===== config.mk =====
export PLATFORM = sky130hd
export DESIGN_NAME = ram_bubble_sorter
export DESIGN_NICKNAME = d
export VERILOG_FILES = /design/src/rtl/ram_bubble_sorter.sv
export SDC_FILE = /design/constraint.sdc
export NUM_CORES = 1
export LEC_CHECK = 0
export ABC_AREA = 1
export BUFFER_PORTS_ARGS = -buffer_cell sky130_fd_sc_hd__buf_2
export CAP_MARGIN = 20
export CORE_ASPECT_RATIO = 1.5
export CORE_MARGIN = 2
export CORE_UTILIZATION = 40
export DETAILED_ROUTE_END_ITERATION = 16
export SKIP_LAST_GASP = 1
export SYNTH_ARGS = -nofsm -noshare
export SYNTH_HDL_FRONTEND = slang
export SYNTH_SLANG_ARGS = --single-unit

===== constraint.sdc =====
create_clock -name clk -period 1.53 [get_ports clk]
set_input_delay 0.306 -clock clk [delete_from_list [all_inputs] [get_ports clk]]
set_output_delay 0.306 -clock clk [all_outputs]
set_load 0.01 [all_outputs]

===== src/rtl/ram_bubble_sorter.sv =====
// ram_bubble_sorter
// In-place ascending bubble sort of a DEPTH x DATA_W single-port RAM with a
// registered read port. Each pass walks adjacent pairs from address 0 up to
// `last`, swapping out-of-order pairs. The sort stops early after a pass with
// no swap, or once the final pair (last=1) has been handled.
//
// Optional feature macro: SORT_SWAP_COUNT_EN adds a 10-bit `swap_count` output
// that counts swaps of the most recent sort.
//
// Start/done protocol: `start` is a level input. A sort begins on its rising
// edge (start=1 while the registered copy is 0), but only in IDLE or DONE.
// `busy` is high for the whole sort. While `busy` is high this block owns the
// RAM addr/wdata/wren lines. `done` stays high from completion until the
// next accepted start or reset.
//
// dbg_state encoding: 0 IDLE, 1 RD_LO, 2 RD_HI, 3 CMP, 4 WR_LO, 5 WR_HI,
// 6 PASS_END, 7 DONE.
module ram_bubble_sorter #(
    parameter int DEPTH  = 32,
    parameter int ADDR_W = 5,
    parameter int DATA_W = 8
) (
    input  logic              clk,
    input  logic              reset,
    input  logic              start,
    input  logic [DATA_W-1:0] rdata,
    output logic [ADDR_W-1:0] addr,
    output logic [DATA_W-1:0] wdata,
    output logic              wren,
    output logic              busy,
    output logic              done,
`ifdef SORT_SWAP_COUNT_EN
    output logic [9:0]        swap_count,
`endif
    output logic [2:0]        dbg_state
);

    typedef enum logic [2:0] {
        IDLE     = 3'd0,
        RD_LO    = 3'd1,
        RD_HI    = 3'd2,
        CMP      = 3'd3,
        WR_LO    = 3'd4,
        WR_HI    = 3'd5,
        PASS_END = 3'd6,
        DONE     = 3'd7
    } state_t;

    localparam logic [ADDR_W-1:0] LAST_INIT = ADDR_W'(DEPTH - 1);
    localparam logic [ADDR_W-1:0] ONE       = ADDR_W'(1);

    state_t            state;
    logic              start_q;
    logic [ADDR_W-1:0] i;
    logic [ADDR_W-1:0] last;
    logic [DATA_W-1:0] a;
    logic [DATA_W-1:0] b;
    logic              swapped;

    logic [ADDR_W-1:0] i_next;
    logic              start_edge;
    logic              pair_is_last;

    assign i_next       = i + ONE;
    assign start_edge   = start & ~start_q;
    // i+1 never passes `last`, so equality marks the final pair of a pass.
    assign pair_is_last = (i_next == last);

    // Sort sequencer: start-edge register, index/bound registers and captured words.
    always_ff @(posedge clk or negedge reset) begin
        if (!reset) begin
            state   <= IDLE;
            start_q <= 1'b0;
            i       <= '0;
            last    <= '0;
            a       <= '0;
            b       <= '0;
            swapped <= 1'b0;
        end else begin
            start_q <= start;
            case (state)
                IDLE, DONE: begin
                    if (start_edge) begin
                        i       <= '0;
                        last    <= LAST_INIT;
                        swapped <= 1'b0;
                        state   <= RD_LO;
                    end
                end
                RD_LO: begin
                    state <= RD_HI;
                end
                RD_HI: begin
                    // rdata now holds A[i], the word addressed in RD_LO.
                    a     <= rdata;
                    state <= CMP;
                end
                CMP: begin
                    // rdata now holds A[i+1]. Equal words stay put, which keeps the sort stable.
                    b <= rdata;
                    if (a > rdata) begin
                        state <= WR_LO;
                    end else if (pair_is_last) begin
                        state <= PASS_END;
                    end else begin
                        i     <= i_next;
                        state <= RD_LO;
                    end
                end
                WR_LO: begin
                    swapped <= 1'b1;
                    state   <= WR_HI;
                end
                WR_HI: begin
                    if (pair_is_last) begin
                        state <= PASS_END;
                    end else begin
                        i     <= i_next;
                        state <= RD_LO;
                    end
                end
                PASS_END: begin
                    // A clean pass, or a pass that covered only the last pair, means the RAM is sorted.
                    if (!swapped || last == ONE) begin
                        state <= DONE;
                    end else begin
                        last    <= last - ONE;
                        i       <= '0;
                        swapped <= 1'b0;
                        state   <= RD_LO;
                    end
                end
                default: begin
                    state <= IDLE;
                end
            endcase
        end
    end

`ifdef SORT_SWAP_COUNT_EN
    // Swap counter: cleared on an accepted start, bumped once per WR_LO.
    always_ff @(posedge clk or negedge reset) begin
        if (!reset) begin
            swap_count <= '0;
        end else if ((state == IDLE || state == DONE) && start_edge) begin
            swap_count <= '0;
        end else if (state == WR_LO) begin
            swap_count <= swap_count + 10'd1;
        end
    end
`endif

    // Moore output decode from state, i, a and b only.
    always_comb begin
        addr      = '0;
        wdata     = '0;
        wren      = 1'b0;
        busy      = 1'b0;
        done      = 1'b0;
        dbg_state = state;
        case (state)
            RD_LO: begin
                addr = i;
                busy = 1'b1;
            end
            RD_HI: begin
                addr = i_next;
                busy = 1'b1;
            end
            CMP: begin
                busy = 1'b1;
            end
            WR_LO: begin
                addr  = i;
                wdata = b;
                wren  = 1'b1;
                busy  = 1'b1;
            end
            WR_HI: begin
                addr  = i_next;
                wdata = a;
                wren  = 1'b1;
                busy  = 1'b1;
            end
            PASS_END: begin
                busy = 1'b1;
            end
            DONE: begin
                done = 1'b1;
            end
            default: begin
                busy = 1'b0;
            end
        endcase
    end

endmodule


Yosys cells after proc, flatten, opt, wreduce, memory -nomap -nowiden
Index checks and enable logic that the tools add are counted.
Word-level totals
  bits in registers: 31
  bits of input ports: 11
  output and inout port bits: 19
  word-level logic and storage cells: 59
Cells by class
  add/sub/neg operators: 2
  order comparisons: 1
  eq/ne operators: 12
  muxes and demuxes: 21
  bitwise gates (word level): 2
  reduce and logical (&&, ||, !) cells: 14
Operator list (count)
  5-bit two-way mux: 6
  3-bit one-hot mux with 7 select lines: 1
  5-bit one-hot mux with 2 select lines: 2
  5-bit one-hot mux with 4 select lines: 1
  8-bit one-hot mux with 2 select lines: 1
  3-bit equality test, second input constant: 4
  3-bit two-way mux: 4
  8-bit greater-than comparator: 1
  2-bit OR reduction: 4
  3-bit by 2-bit equality test with 1-bit output, second input constant: 2
  2-bit != test, second input constant: 3
  3-bit AND reduction: 2
  6-bit OR reduction: 1
  5-bit by 1-bit adder with 5-bit output, second input constant: 1
  5-bit by 1-bit equality test with 1-bit output, second input constant: 1
  5-bit equality test: 1
  1-bit two-way mux: 5
  5-bit by 1-bit subtractor with 5-bit output, second input constant: 1
  4-bit AND reduction: 1
  4-bit nonzero test: 1
  3-bit by 1-bit equality test with 1-bit output, second input constant: 1
  3-bit logical NOT: 1
  1-bit one-hot mux with 3 select lines: 1
  3-bit nonzero test: 1
  5 further kinds: 5

Depth between registers and ports, before layout
  depth in word-level cells: 5
  mapped depth: 14

Worst setup path after synthesis
Ideal clock, no wire load.
  kind: reg2out
  from: reg state[1] (netlist: dbg_state[1])
  to: out addr[2]
  data arrival time: 1.440 ns
  data required time: 1.224 ns
  slack: -0.216 ns
  stages on the path, launching flop included: 9
  cells stage by stage: dfrtp_1 buf_6 nor2_2 inv_1 nor2_4 inv_2 o21ai_2 inv_2 o22ai_1
Between the ends
  cells in the longest elaborated chain, start to end: 3
  elaborated cells on any way between the ends: 7
  those cells by class: 4 x eq/ne; 1 x mux; 2 x reduce/logical
RTL lines
  start: declaration: RTL line 52  | state_t state;
  start signal: assignment: RTL line 72  | state <= IDLE;
  start signal: assignment: RTL line 87  | state <= RD_LO;
  start signal: assignment: RTL line 91  | state <= RD_HI;
  3-bit equality test, or another cell as far along: RTL line 161  | case (state)
  2-bit OR reduction (no source line)
  5-bit one-hot mux with 2 select lines *: RTL line 161
  end: declaration: RTL line 27  | output logic [ADDR_W-1:0] addr,
Mark *: on every way between the ends. The rest lies on a longest branch, timed or not.

Final worst setup path
  from: reg state[1] (netlist: dbg_state[1])
  to: reg state[0] (netlist: dbg_state[0])
Between the ends
  cells in the longest elaborated chain, start to end: 3
  elaborated cells on any way between the ends: 11
  those cells by class: 8 x eq/ne; 1 x mux; 2 x reduce/logical
RTL lines
  3-bit equality test / 3-bit logical NOT (equally long branches): RTL line 81  | case (state)
  2-bit OR reduction: RTL line 81
  3-bit one-hot mux with 7 select lines / 2-bit != test (equally long branches)
Several ways; a longest one is shown, not always the timed one.
A chain may end at the register's enable or synchronous reset.

==> out/results.ini <==
[cells_and_area]
finish.net_count=398
areaGrowthSynthToFinish_pct=52.4
stdcell_count=445
n_fill_cell=487
diodes=0
layout-drive-gt1-share_pct=45.6
fin_area_um2=3230

[logic_synthesis]
avgSynthCellArea_um2=7.71
ys_types=30
synthFlopType=dfrtp_1
syn_area_um2=2120
synthArstFlopShare_pct=100
ys_warn_count=0
seq_area_frac_synth_pct=36.6
netlist_instances=275
syn_nets=297
ys_seq_elements=31
synth_edf_count=0

[worst_setup_path]
worstSetupStartpointType=flop
crit_fanout=3
cp_data_arrival_time_ns=2.04
worst_ep_required_time_ns=1.70
rrSetupSlack_ns=-0.34
crit_type=flop to flop
rr_startpoint=dbg_state[1]$_DFFE_PN0P_
reg2reg_depth=14
r2r_end=dbg_state[0]$_DFFE_PN0P_
crit_path_end_kind=flop

[placed_design]
io_buffer_count=29
dp_cells=419
preCtsSetupSlack_ns=-0.203
hpwlAfterDp_mm=4.23
gp_congestion=0.830
place_area_um2=2770

[routing]
avgRoutedWirePerCell_um=13.0
routed_wirelength_mm=5.77
first_iter_violations=115
drtAntennaViolNets=0
via_per_inst=4.90
vias=2182
drtPass1Iterations=4
drcViolationCount=0

[global_routing]
antenna_found_initial=0
grt_pass1_wl_mm=9.64
grt_start_max_net_pins=18
first_global_vias=2183
groute.usage.overall_pct=20.8
grt_remaining_overflow=0

[worst_hold_path]
min-delay-start=start
hold_end=start_q$_DFF_PN0_
hp-class=input port to flop
hold_depth=1

[timing]
tightest_slew_ns=0.426
period_needed_ns=1.87
post-route-period-util_pct=122
rsz0062_at_grt=yes
hold_viol_final=0
skew_ns=0.00247
fmax_mhz=535
slew_viol_final=0
setup_viol=31
fin_setup_tns_ns=-7.84
max_slew_margin_pct=71.6
setup_slack_ns=-0.339

[status]
violations=setup timing
status=finished with violations

[cts]
clock_tree.buffer_depth=2
h-tree-depth=2
clock-sinks=31
insertion_delay_ns=0.29
cts_tree=built
path_clk_slew_ns=0.07
cts_root_buffer=clkbuf_8
cts_buffers=5

[floorplanning]
core_um2=5120
pin_count=30
dieArea_um2=5910
die_w_um=63.5
rows=32
die_h_um=93.2
start_util_pct=41.4

[power_and_ir_drop]
p_leak_uw=0.00164
irDropWorstVdd_mv=1.12
totalPowerFinal_uw=6310
cellPowerDensity_nw_per_um2=1950

[run]
maxCapViolations=0

[layer usage]
layer	vias up	routed length [um]	global-route usage, %
met1	1009	2270	22.8
met5	-	0	0
li1	1110	-	-
met2	52	3170	38.9
met3	11	211	3.49
met4	0	125	8.51
[cells by family after synthesis]
logic type | synth area share [%]
simple gates | 33.5
compound gates | 13.5
buf+inv | 8.79
flops | 36.6
fa+ha+maj | 6.49
xor+xnor | 1.24
[cells in the mapped netlist, types with 3 or more instances]
cell,n,area share [%]
ha_1,11,6.5
a32o_1,7,3.3
inv_2,5,0.89
nor2_1,20,3.5
nand3_1,16,3.8
nor2_4,5,2.7
o21ai_0,21,5.0
o22ai_1,3,0.89
nand2_1,78,14
xor2_1,3,1.2
inv_4,3,0.89
nand4_1,10,2.9
dfrtp_1,31,37
nand2_2,3,0.89
clkbuf_1,3,0.53
o21ai_1,4,0.94
inv_1,29,5.1
a21oi_1,6,1.4
[per-stage QoR]
stage / hold WS (ns) / utilization [%]
floorplan: 0.0104 / -
global route: 0.131 / 63.1
global placement: 0.272 / 54.1
CTS: 0.137 / 60.0
detailed placement: 0.272 / 54.1
finish: 0.139 / 63.1
[flip-flops by register name, summed over array words and instances (netlist names)]
name	flops
b	8
swapped	1
start_q	1
last	5
dbg_state	3
i	5
a	8
[cells in the final DEF, fill, tap and decap left out, types with 6 or more instances in the layout]
master and instances:
buf_6 16, inv_2 7, nand2_2 11, nand2_1 66, nand2_4 6, o21ai_0 14, a21oi_1 6, buf_2 25
nand3_1 13, nor2_4 7, a32o_1 7, inv_1 24, buf_4 58, nor2_1 16, ha_1 9, clkbuf_8 7
o21ai_2 6, nand4_1 10, dfrtp_1 30
[where the power goes]
group / switching (uW) / internal [uW] / total (uW) / leakage, uW
Sequential: 237 / 1160 / 1400 / 0.000379
Clock: 313 / 409 / 722 / 0.0000505
Combinational: 2230 / 1960 / 4190 / 0.00121
[worst max-delay path, stage by stage (launching register included)]
cell	delay (ns)
dfrtp_1	0.37
buf_6	0.12
buf_4	0.10
buf_6	0.10
nand2_4	0.05
nor2_4	0.12
a21oi_4	0.05
buf_12	0.13
nor2_4	0.16
inv_2	0.08
buf_4	0.14
buf_6	0.10
buf_4	0.13
nand2_2	0.05
nand2_2	0.05
[layout make-up]
class	count	area (um2)	area share, %
repair buffers	101	771	23.8
clock inverters	1	7.51	0.232
multi-input cells	200	1340	41.4
clock buffers	7	96.3	2.98
flip-flops and latches	31	777	24.0
well taps	68	85.1	2.63
inverters	37	156	4.84
[what timing repair did]
action                                  4_1_cts  5_1_grt
endpoints found under the setup margin       28       32
setup buffers                                10        8
hold buffers                                  1        0
endpoints found under the hold margin        15        0
pin swaps                                    19        9
resized for setup                            29       30
[how the worst max path moves through the flow]
stage | to | depth (start not counted) | slack, ns | start
final | dbg_state[0]$_DFFE_PN0P_ | 14 | -0.34 | dbg_state[1]$_DFFE_PN0P_
after floorplan | addr[2] | 8 | -0.10 | dbg_state[1]$_DFFE_PN0P_
after global placement | i[3]$_DFFE_PN0P_ | 10 | -0.17 | rdata[7]
after detailed placement | i[3]$_DFFE_PN0P_ | 11 | -0.20 | rdata[7]
after CTS | addr[3] | 7 | -0.34 | dbg_state[1]$_DFFE_PN0P_
after global routing | addr[4] | 9 | -0.42 | dbg_state[1]$_DFFE_PN0P_
Note: power is estimated with default switching activity, not from simulation.
